`config.mk`:
```
export PLATFORM = sky130hd
export DESIGN_NAME = fetch_unit
export DESIGN_NICKNAME = d
export VERILOG_FILES = /design/src/rtl/fetch_unit.sv
export SDC_FILE = /design/constraint.sdc
export NUM_CORES = 1
export LEC_CHECK = 0
export ABC_AREA = 1
export CAP_MARGIN = 20
export CORE_MARGIN = 3
export CORE_UTILIZATION = 50
export CTS_CLUSTER_DIAMETER = 120
export CTS_CLUSTER_SIZE = 40
export DETAILED_ROUTE_END_ITERATION = 10
export GPL_ROUTABILITY_DRIVEN = 1
export GPL_TIMING_DRIVEN = 0
export MAX_ROUTING_LAYER = met4
export PLACE_DENSITY = 0.82
export SLEW_MARGIN = 5
export SYNTH_ARGS = -nofsm -noshare
export SYNTH_HDL_FRONTEND = slang
export SYNTH_SLANG_ARGS = --single-unit
```
`constraint.sdc`:
```
create_clock -name clk -period 4.15 [get_ports clk]
set_input_delay 0.83 -clock clk [delete_from_list [all_inputs] [get_ports clk]]
set_output_delay 0.83 -clock clk [all_outputs]
set_load 0.01 [all_outputs]
```
`src/rtl/fetch_unit.sv`:
```
// -----------------------------------------------------------------------------
// fetch_unit
//
// Instruction-fetch stage of the LEGv8 datapath. Owns the program counter,
// requests one 32-bit word at a time from instruction memory over a req/ack
// handshake, and parks the returned word in the instruction register until
// the downstream stage consumes it. At consume time the next PC is chosen
// (sequential or branch redirect). A misaligned redirect target traps the
// unit in a sticky fault state that only reset clears. Consumed instructions
// are counted with a saturating counter.
//
// Parameters
//   RESET_PC       byte address of the first fetch after reset (4-byte aligned)
//
// Ports
//   clk            in   1   single clock, rising edge
//   reset_n        in   1   synchronous active-low reset
//   imem_req       out  1   fetch request to instruction memory
//   imem_addr      out  64  byte address of the requested word (the PC)
//   imem_ack       in   1   imem_rdata valid this cycle (only used in FETCH)
//   imem_rdata     in   32  instruction word from memory
//   instr          out  32  instruction register (decoder / sign-extender)
//   instr_pc       out  64  PC of the word held in instr
//   instr_valid    out  1   instr holds an unconsumed instruction
//   instr_ready    in   1   downstream consumes instr when high with instr_valid
//   branch_taken   in   1   redirect request, sampled only at consume
//   branch_target  in   64  redirect byte address, sampled only at consume
//   fault          out  1   sticky misaligned-branch-target flag
//   fetch_count    out  32  saturating count of consumed instructions
// -----------------------------------------------------------------------------
module fetch_unit #(
    parameter logic [63:0] RESET_PC = 64'h0
) (
    input  logic        clk,
    input  logic        reset_n,
    output logic        imem_req,
    output logic [63:0] imem_addr,
    input  logic        imem_ack,
    input  logic [31:0] imem_rdata,
    output logic [31:0] instr,
    output logic [63:0] instr_pc,
    output logic        instr_valid,
    input  logic        instr_ready,
    input  logic        branch_taken,
    input  logic [63:0] branch_target,
    output logic        fault,
    output logic [31:0] fetch_count
);

    typedef enum logic [1:0] {
        S_IDLE  = 2'd0,
        S_FETCH = 2'd1,
        S_HOLD  = 2'd2,
        S_FAULT = 2'd3
    } state_e;

    localparam logic [31:0] COUNT_MAX = 32'hFFFF_FFFF;
    localparam logic [63:0] PC_STEP   = 64'd4;

    state_e      state_q,       state_d;
    logic [63:0] pc_q,          pc_d;
    logic [31:0] instr_q,       instr_d;
    logic [63:0] instr_pc_q,    instr_pc_d;
    logic [31:0] fetch_count_q, fetch_count_d;

    // Handshake/status outputs are registered from the next state so they
    // come straight off flops while still matching the decode of state_q.
    logic        imem_req_q;
    logic        instr_valid_q;
    logic        fault_q;

    logic        consume;
    logic [63:0] seq_pc;
    logic [63:0] redirect_pc;

    // Saturating increment: the counter sticks at all-ones rather than wrap.
    function automatic logic [31:0] sat_inc(input logic [31:0] v);
        if (v == COUNT_MAX) begin
            return v;
        end
        return v + 32'd1;
    endfunction

    // A target is fetchable only if it names a whole 4-byte word.
    function automatic logic is_misaligned(input logic [63:0] addr);
        return (addr[1:0] != 2'b00);
    endfunction

    // Consume only happens while a word is parked; ready in any other state
    // (and branch inputs with it) is ignored.
    assign consume     = (state_q == S_HOLD) && instr_ready;

    // Sequential PC wraps modulo 2^64; the wrap itself is not a fault.
    assign seq_pc      = pc_q + PC_STEP;
    assign redirect_pc = branch_taken ? branch_target : seq_pc;

    always_comb begin
        state_d       = state_q;
        pc_d          = pc_q;
        instr_d       = instr_q;
        instr_pc_d    = instr_pc_q;
        fetch_count_d = fetch_count_q;

        unique case (state_q)
            S_IDLE: begin
                state_d = S_FETCH;
            end

            S_FETCH: begin
                // imem_addr stays on pc_q for every wait cycle until ack.
                if (imem_ack) begin
                    instr_d    = imem_rdata;
                    instr_pc_d = pc_q;
                    state_d    = S_HOLD;
                end
            end

            S_HOLD: begin
                if (consume) begin
                    fetch_count_d = sat_inc(fetch_count_q);
                    pc_d          = redirect_pc;
                    // The misaligned target is still loaded into pc so the
                    // faulting address is visible on imem_addr afterwards.
                    state_d       = is_misaligned(redirect_pc) ? S_FAULT : S_FETCH;
                end
            end

            S_FAULT: begin
                state_d = S_FAULT;
            end

            default: begin
                state_d = S_IDLE;
            end
        endcase
    end

    always_ff @(posedge clk) begin
        if (!reset_n) begin
            state_q       <= S_IDLE;
            pc_q          <= RESET_PC;
            instr_q       <= 32'd0;
            instr_pc_q    <= RESET_PC;
            fetch_count_q <= 32'd0;
            imem_req_q    <= 1'b0;
            instr_valid_q <= 1'b0;
            fault_q       <= 1'b0;
        end else begin
            state_q       <= state_d;
            pc_q          <= pc_d;
            instr_q       <= instr_d;
            instr_pc_q    <= instr_pc_d;
            fetch_count_q <= fetch_count_d;
            imem_req_q    <= (state_d == S_FETCH);
            instr_valid_q <= (state_d == S_HOLD);
            fault_q       <= (state_d == S_FAULT);
        end
    end

    assign imem_req    = imem_req_q;
    assign imem_addr   = pc_q;
    assign instr       = instr_q;
    assign instr_pc    = instr_pc_q;
    assign instr_valid = instr_valid_q;
    assign fault       = fault_q;
    assign fetch_count = fetch_count_q;

endmodule

```
==> results of run 1 <==
cell families (layout without fill, tap and decap cells):
logic type	Yosys count	count (layout)
xor gates and xnor gates	22	22
DFF	197	197
AOI/OAI and AO/OA	309	309
adders and majority gates	2	2
muxes	1	1
and+or+nand+nor	943	943
other	0	5
buffers and inverters	208	533
where the power goes:
part	switching (mW)	leakage, nW	internal [mW]
combinational	0.339	3.33	0.309
sequential	0.0625	1.60	1.97
clock	0.900	0.287	0.818
cells in the mapped netlist:
master,count
sky130_fd_sc_hd__dfxtp_1,197
sky130_fd_sc_hd__or2_0,1
sky130_fd_sc_hd__a21oi_1,134
sky130_fd_sc_hd__nor2_8,1
sky130_fd_sc_hd__ha_1,2
sky130_fd_sc_hd__buf_6,2
sky130_fd_sc_hd__nor2_1,328
sky130_fd_sc_hd__or2_2,1
sky130_fd_sc_hd__nor3b_2,1
sky130_fd_sc_hd__xnor2_1,4
sky130_fd_sc_hd__clkbuf_1,49
sky130_fd_sc_hd__mux2i_1,1
sky130_fd_sc_hd__o211ai_1,1
sky130_fd_sc_hd__buf_1,5
sky130_fd_sc_hd__clkinv_1,3
sky130_fd_sc_hd__nand4_1,19
sky130_fd_sc_hd__nand2_2,13
sky130_fd_sc_hd__nand2_1,446
sky130_fd_sc_hd__o31ai_1,7
sky130_fd_sc_hd__a211oi_1,4
sky130_fd_sc_hd__nor3_1,24
sky130_fd_sc_hd__a31oi_1,1
sky130_fd_sc_hd__xor2_1,18
sky130_fd_sc_hd__nor3_2,2
sky130_fd_sc_hd__nor3_4,1
sky130_fd_sc_hd__nor2_2,11
sky130_fd_sc_hd__nor3b_1,2
sky130_fd_sc_hd__nor2_4,9
sky130_fd_sc_hd__o21ai_1,8
sky130_fd_sc_hd__a21oi_2,3
sky130_fd_sc_hd__nand3b_1,2
sky130_fd_sc_hd__o211a_1,1
sky130_fd_sc_hd__buf_4,3
sky130_fd_sc_hd__nand2_4,2
sky130_fd_sc_hd__nand3_1,76
sky130_fd_sc_hd__o21ai_0,150
sky130_fd_sc_hd__buf_2,15
sky130_fd_sc_hd__inv_1,124
sky130_fd_sc_hd__nand4_2,1
sky130_fd_sc_hd__nand3_2,3
sky130_fd_sc_hd__inv_2,7
final timing paths:
check	from	to	slack [ns]	cells past startpoint
worst min register to register	state_q[1]$_SDFF_PN0_	imem_req$_SDFF_PN0_	0.47	1
worst max register to register	imem_addr[3]$_SDFFE_PN0P_	imem_addr[56]$_SDFFE_PN0P_	1.87	9
worst min-delay path	state_q[1]$_SDFF_PN0_	imem_req$_SDFF_PN0_	0.47	1
worst max-delay path	imem_ack	instr_pc[2]$_SDFFE_PN0P_	1.52	6
metrics by stage:
| step | power [mW] | instances | instance area (um2) | setup WS [ns] |
|---|---|---|---|---|
| 6_report | 4.40 | 2282 | 14400 | 1.52 |
| 5_1_grt | 4.52 | 2282 | 14400 | 1.48 |
| 4_1_cts | 4.38 | 2277 | 14400 | 1.62 |
| 3_5_place_dp | 2.71 | 2245 | 13800 | 1.17 |
| 3_3_place_gp | 2.69 | 2245 | 13800 | 1.23 |
| 2_1_floorplan | 2.34 | 1682 | 10500 | 2.31 |
critical path, stage by stage:
cell and delay [ns]:
sky130_fd_sc_hd__clkdlybuf4s50_1 0.46, sky130_fd_sc_hd__nand3_1 0.31, sky130_fd_sc_hd__inv_2 0.42, sky130_fd_sc_hd__buf_2 0.38
sky130_fd_sc_hd__buf_2 0.39, sky130_fd_sc_hd__a21oi_1 0.13
layout make-up:
class                   instances  area share (%)
repair buffers                293            20.3
plain buffers                  74            2.24
well taps                     270            2.34
flip-flops and latches        197            27.3
clock buffers                  17            2.95
clock inverters                15            1.26
diodes                          5          0.0867
multi-input cells            1277            40.0
inverters                     134            3.48
layer usage:
layer | vias up | wire length (um) | track usage [%]
met5 | - | 0 | -
met4 | 0 | 2220 | 19.6
met3 | 135 | 4670 | 9.52
met2 | 802 | 21300 | 63.7
met1 | 5827 | 17600 | 47.4
li1 | 6021 | - | -
sequential cells by signal (all words and copies together), names as in the netlist:
register     cells
fault            1
fetch_count     32
imem_addr       64
imem_req         1
instr           32
instr_pc        64
instr_valid      1
state_q          2
==> flow_summary.json, run 1 <==
{
  "via_count_of_the_first_global_routing_pass": 11900,
  "num_vias": 12800,
  "worst-endpoint-arrival_ns": 2.95,
  "fp.coreArea_um2": 20500,
  "grt_first_pass_wirelength_mm": 68.0,
  "fin_worst_skew_ns": 0.0186,
  "post_route_cells_drive_above_1_share_pct": 5.33,
  "timing_hold_violations_final": 0,
  "wl_per_cell_um": 20.1,
  "holdCritPathClass": "reg2reg",
  "synth_warnings": 0,
  "grt_util_all_layers_pct": 40.0,
  "final_core_utilization_pct": 70.4,
  "dieArea_um2": 22900,
  "clkTransAtPathRegs_ns": 0.08,
  "drc_errors": 1,
  "place.detailed.hpwl_mm": 35.9,
  "worstPathRequired_ns": 4.47,
  "grt_antenna_before_repair": 5,
  "die_width_um": 151,
  "totalWireLength_mm": 45.8,
  "violated_checks": "design-rule violations",
  "mostFrequentLayoutCells": "sky130_fd_sc_hd__nand2_1 (446), sky130_fd_sc_hd__nor2_1 (328), sky130_fd_sc_hd__clkdlybuf4s50_1 (293), sky130_fd_sc_hd__dfxtp_1 (197), sky130_fd_sc_hd__o21ai_0 (150)",
  "ctsResizeCount": 0,
  "netlist_area_um2": 10500,
  "cts.htree.levels": 4,
  "yosys.area_share.xor_xnor_pct": 1.83,
  "synthMuxAreaShare_pct": 0.0949,
  "mapped_nets": 1785,
  "synth_simple_gate_area_share_pct": 37.5,
  "ys_ff_latch": 197,
  "post_synth_fa_ha_maj_area_fraction_pct": 0.237,
  "globalRouteOverflowTotal": 0,
  "area.sequential_um2": 3940,
  "ant_nets": 0,
  "postCtsHoldBufs": 0,
  "worstSetupPathType": "in2reg",
  "postSynthCellCount": 1682,
  "final-max-slew-violation-count": 0,
  "run_status": "complete, but fails checks",
  "max-clock-path-buffers": 2,
  "static_leak_nw": 5.22,
  "ys_types": 41,
  "initial_utilization_pct": 51.4,
  "cts_tree": "yes",
  "max_slew_margin_pct": 45.5,
  "dominant_combinational_cell_family_by_area_after_synthesis": "simple AND/OR/NAND/NOR gates",
  "peakVddDrop_v": 0.000284,
  "fmax_ghz": 0.380,
  "nNetsFinal": 2097,
  "die_height_um": 151,
  "synth.largest_area_cell": "sky130_fd_sc_hd__dfxtp_1",
  "cp_max_fo": 10,
  "dr.pass1.iters": 9,
  "cts-root-buf": "sky130_fd_sc_hd__clkbuf_16",
  "min_period_over_period_pct": 63.3,
  "synth_top_cell_area_share_pct": 37.4,
  "cp_endpoint_kind": "flip-flop",
  "cts_sinks": 197,
  "drv_cap": 0,
  "multi_input_combinational_cell_area_um2": 5770,
  "vias_per_cell": 5.60,
  "grt_max_degree": 22,
  "worst_skew_pair.late_latency_ns": 0.45,
  "fill_cells": 1760,
  "leading_cell_type_in_the_layout_fill_and_taps_excluded": "sky130_fd_sc_hd__nand2_1",
  "postCtsSetupBuffers": 0,
  "layout_min_cycle_time_ns": 2.63,
  "fin_hold_ws_ns": 0.466,
  "setup_total_negative_slack_ns": 0,
  "setup_violations": 0,
  "setup_repair_after_global_routing_missed_its_margin": "no",
  "flow.area_growth_from_synthesis_pct": 36.9,
  "number_of_i_o_port_buffers": 293,
  "timing.critical_path.from_type": "primary input",
  "tightestPinTransition_ns": 0.817,
  "syn-mean-instance-area_um2": 6.27,
  "synth-compound-area-share_pct": 15.1,
  "synth.area.top_cells": "sky130_fd_sc_hd__dfxtp_1 (37%), sky130_fd_sc_hd__nand2_1 (16%), sky130_fd_sc_hd__nor2_1 (12%)",
  "tritoncts_buffers": 17,
  "pwr_density_cell_nw_per_um2": 305,
  "drt_iter0_markers": 1490,
  "floorplan.rows": 52,
  "gp_routability_congestion": 1.03,
  "synth_sequential_area_ratio_pct": 37.4,
  "io_pins": 296
}
(Power assumes the default switching activity.)
==> run 2, diff against run 1 <==
- CORE_UTILIZATION: 50 -> 49
- PLACE_DENSITY: 0.82 -> 0.81
- clock period: 4.15 -> 2.5 ns (I/O delays scaled with it)
==> flow_summary.json, run 2 (synthesis results as in run 1) <==
{
  "run_status": "completed",
  "totalWireLength_mm": 44.9,
  "reg2reg_to": "imem_addr[52]$_SDFFE_PN0P_",
  "place.detailed.hpwl_mm": 35.3,
  "grt_util_all_layers_pct": 37.9,
  "timing_hold_violations_final": 0,
  "reg2regPathDepth": 10,
  "mostFrequentLayoutCells": "sky130_fd_sc_hd__nand2_1 (446), sky130_fd_sc_hd__nor2_1 (328), sky130_fd_sc_hd__clkdlybuf4s50_1 (293), sky130_fd_sc_hd__dfxtp_1 (197), sky130_fd_sc_hd__o21ai_0 (150)",
  "dp.cells": 2250,
  "tightestPinTransition_ns": 0.971,
  "setup_violations": 0,
  "drt_iter0_markers": 1350,
  "worst_skew_pair.late_latency_ns": 0.45,
  "clkTransAtPathRegs_ns": 0.09,
  "ctsResizeCount": 0,
  "dpl_cell_area_um2": 13800,
  "nNetsFinal": 2097,
  "leading_cell_type_in_the_layout_fill_and_taps_excluded": "sky130_fd_sc_hd__nand2_1",
  "dr.pass1.iters": 8,
  "cp_endpoint_kind": "flip-flop",
  "worst_hold_startpoint": "state_q[1]$_SDFF_PN0_",
  "worst-endpoint-arrival_ns": 2.63,
  "post_route_cells_drive_above_1_share_pct": 5.33,
  "worstReg2RegStart": "imem_addr[3]$_SDFFE_PN0P_",
  "rrSetupSlack_ns": 0.19,
  "num_vias": 12800,
  "flow.area_growth_from_synthesis_pct": 37.0,
  "io_pins": 296,
  "grt_first_pass_wirelength_mm": 68.3,
  "cts_tree": "yes",
  "cts_sinks": 197,
  "tritoncts_buffers": 17,
  "layout_min_cycle_time_ns": 2.31,
  "die_width_um": 153,
  "seq_power_share_pct": 45.9,
  "hold_path_depth": 1,
  "setup_total_negative_slack_ns": 0,
  "layout.cells.non_filler": 2283,
  "gp_routability_congestion": 1.01,
  "max-clock-path-buffers": 2,
  "static_leak_nw": 5.24,
  "p_comb_share_pct": 14.5,
  "final-max-slew-violation-count": 0,
  "p_sw_mw": 2.19,
  "ant_nets": 0,
  "grt_antenna_before_repair": 1,
  "floorplan.rows": 53,
  "globalRouteOverflowTotal": 0,
  "drc_errors": 0,
  "cellInternalPower_mw": 5.18,
  "post-place-ws_ns": -0.102,
  "cts.htree.levels": 4,
  "fin_hold_ws_ns": 0.471,
  "via_count_of_the_first_global_routing_pass": 12100,
  "cts-root-buf": "sky130_fd_sc_hd__clkbuf_16",
  "holdCritPathClass": "reg2reg",
  "fin_worst_skew_ns": 0.0147,
  "worstHoldEndpoint": "imem_req$_SDFF_PN0_",
  "final_core_utilization_pct": 68.5,
  "die_height_um": 153,
  "dieArea_um2": 23300,
  "pwr_density_cell_nw_per_um2": 510,
  "wl_per_cell_um": 19.7,
  "drv_cap": 0,
  "grt_max_degree": 23,
  "initial_utilization_pct": 50.0,
  "p_clk_share_pct": 39.5,
  "fmax_ghz": 0.432,
  "number_of_i_o_port_buffers": 293,
  "post_layout_instance_area_um2": 14400,
  "fp.coreArea_um2": 21100,
  "timing.critical_path.from_type": "flip-flop",
  "min_period_over_period_pct": 92.5,
  "cp_max_fo": 9,
  "worstSetupPathType": "reg2reg",
  "peakVddDrop_v": 0.000514,
  "setup_slack_ns": 0.188,
  "postCtsHoldBufs": 0,
  "postCtsSetupBuffers": 0,
  "setup_repair_after_global_routing_missed_its_margin": "no",
  "max_slew_margin_pct": 35.2,
  "worstPathRequired_ns": 2.81,
  "area.sequential_um2": 3940,
  "multi_input_combinational_cell_area_um2": 5770,
  "vias_per_cell": 5.59,
  "fill_cells": 1864,
  "power.switching_fraction_pct": 29.7,
  "power_mw": 7.36
}
-- run 2: cell types whose count changed in the layout (fill, tap and decap cells not counted) --
cell                         before  now
sky130_fd_sc_hd__clkinv_4         3    2
sky130_fd_sc_hd__clkinvlp_4       2    0
sky130_fd_sc_hd__diode_2          5    1
sky130_fd_sc_hd__inv_12           1    3
sky130_fd_sc_hd__inv_6            1    3
sky130_fd_sc_hd__inv_8            3    2
-- run 2: worst max-delay path by stage --
| stage | startpoint | end | slack (ns) | depth (start not counted) |
|---|---|---|---|---|
| after global placement | imem_ack | instr_pc[27]$_SDFFE_PN0P_ | -0.06 | 6 |
| final | imem_addr[3]$_SDFFE_PN0P_ | imem_addr[52]$_SDFFE_PN0P_ | 0.19 | 10 |
| after global routing | imem_addr[3]$_SDFFE_PN0P_ | imem_addr[52]$_SDFFE_PN0P_ | 0.11 | 10 |
| after floorplan | fetch_count[1]$_SDFFE_PN0P_ | fetch_count[25]$_SDFFE_PN0P_ | 0.75 | 12 |
| after CTS | imem_addr[3]$_SDFFE_PN0P_ | imem_addr[52]$_SDFFE_PN0P_ | 0.27 | 10 |
| after detailed placement | imem_ack | instr_pc[27]$_SDFFE_PN0P_ | -0.10 | 6 |
-- run 2: cell type report --
type	instances	area share, %
antenna	1	0.0173
buffer	74	2.23
clock buffer	17	2.94
clock inverter	15	1.36
inverter	134	3.48
multi-input combinational	1277	40.0
sequential	197	27.3
tap	275	2.38
timing repair buffer	293	20.3
-- run 2: metal layers --
layer / routed length (um) / share of wire [%] / up-vias / GRT usage (%)
met4: 1880 / 4.2 / 0 / 15.7
met5: 0 / 0 / - / -
met3: 4120 / 9.2 / 117 / 6.96
met1: 17600 / 39 / 5876 / 45.4
li1: - / - / 6011 / -
met2: 21300 / 47 / 760 / 62.8
-- run 2: worst max-delay path, stage by stage, from the launching register on --
cell                      delay [ns]
sky130_fd_sc_hd__dfxtp_1        0.48
sky130_fd_sc_hd__ha_1           0.29
sky130_fd_sc_hd__inv_1          0.15
sky130_fd_sc_hd__nor2_8         0.23
sky130_fd_sc_hd__nand3_2        0.13
sky130_fd_sc_hd__nor2_1         0.40
sky130_fd_sc_hd__nand3_1        0.17
sky130_fd_sc_hd__nand2_1        0.09
sky130_fd_sc_hd__nand3_1        0.10
sky130_fd_sc_hd__nand2_1        0.09
sky130_fd_sc_hd__a21oi_1        0.05
-- run 2: power by group through the flow --
stage	combinational [mW]	clock, mW	sequential [mW]
after floorplan	0.381	0	3.50
after global placement	1.03	0	3.44
after detailed placement	1.05	0	3.45
after CTS	1.06	2.91	3.38
after global routing	1.14	3.03	3.40
final	1.07	2.91	3.38
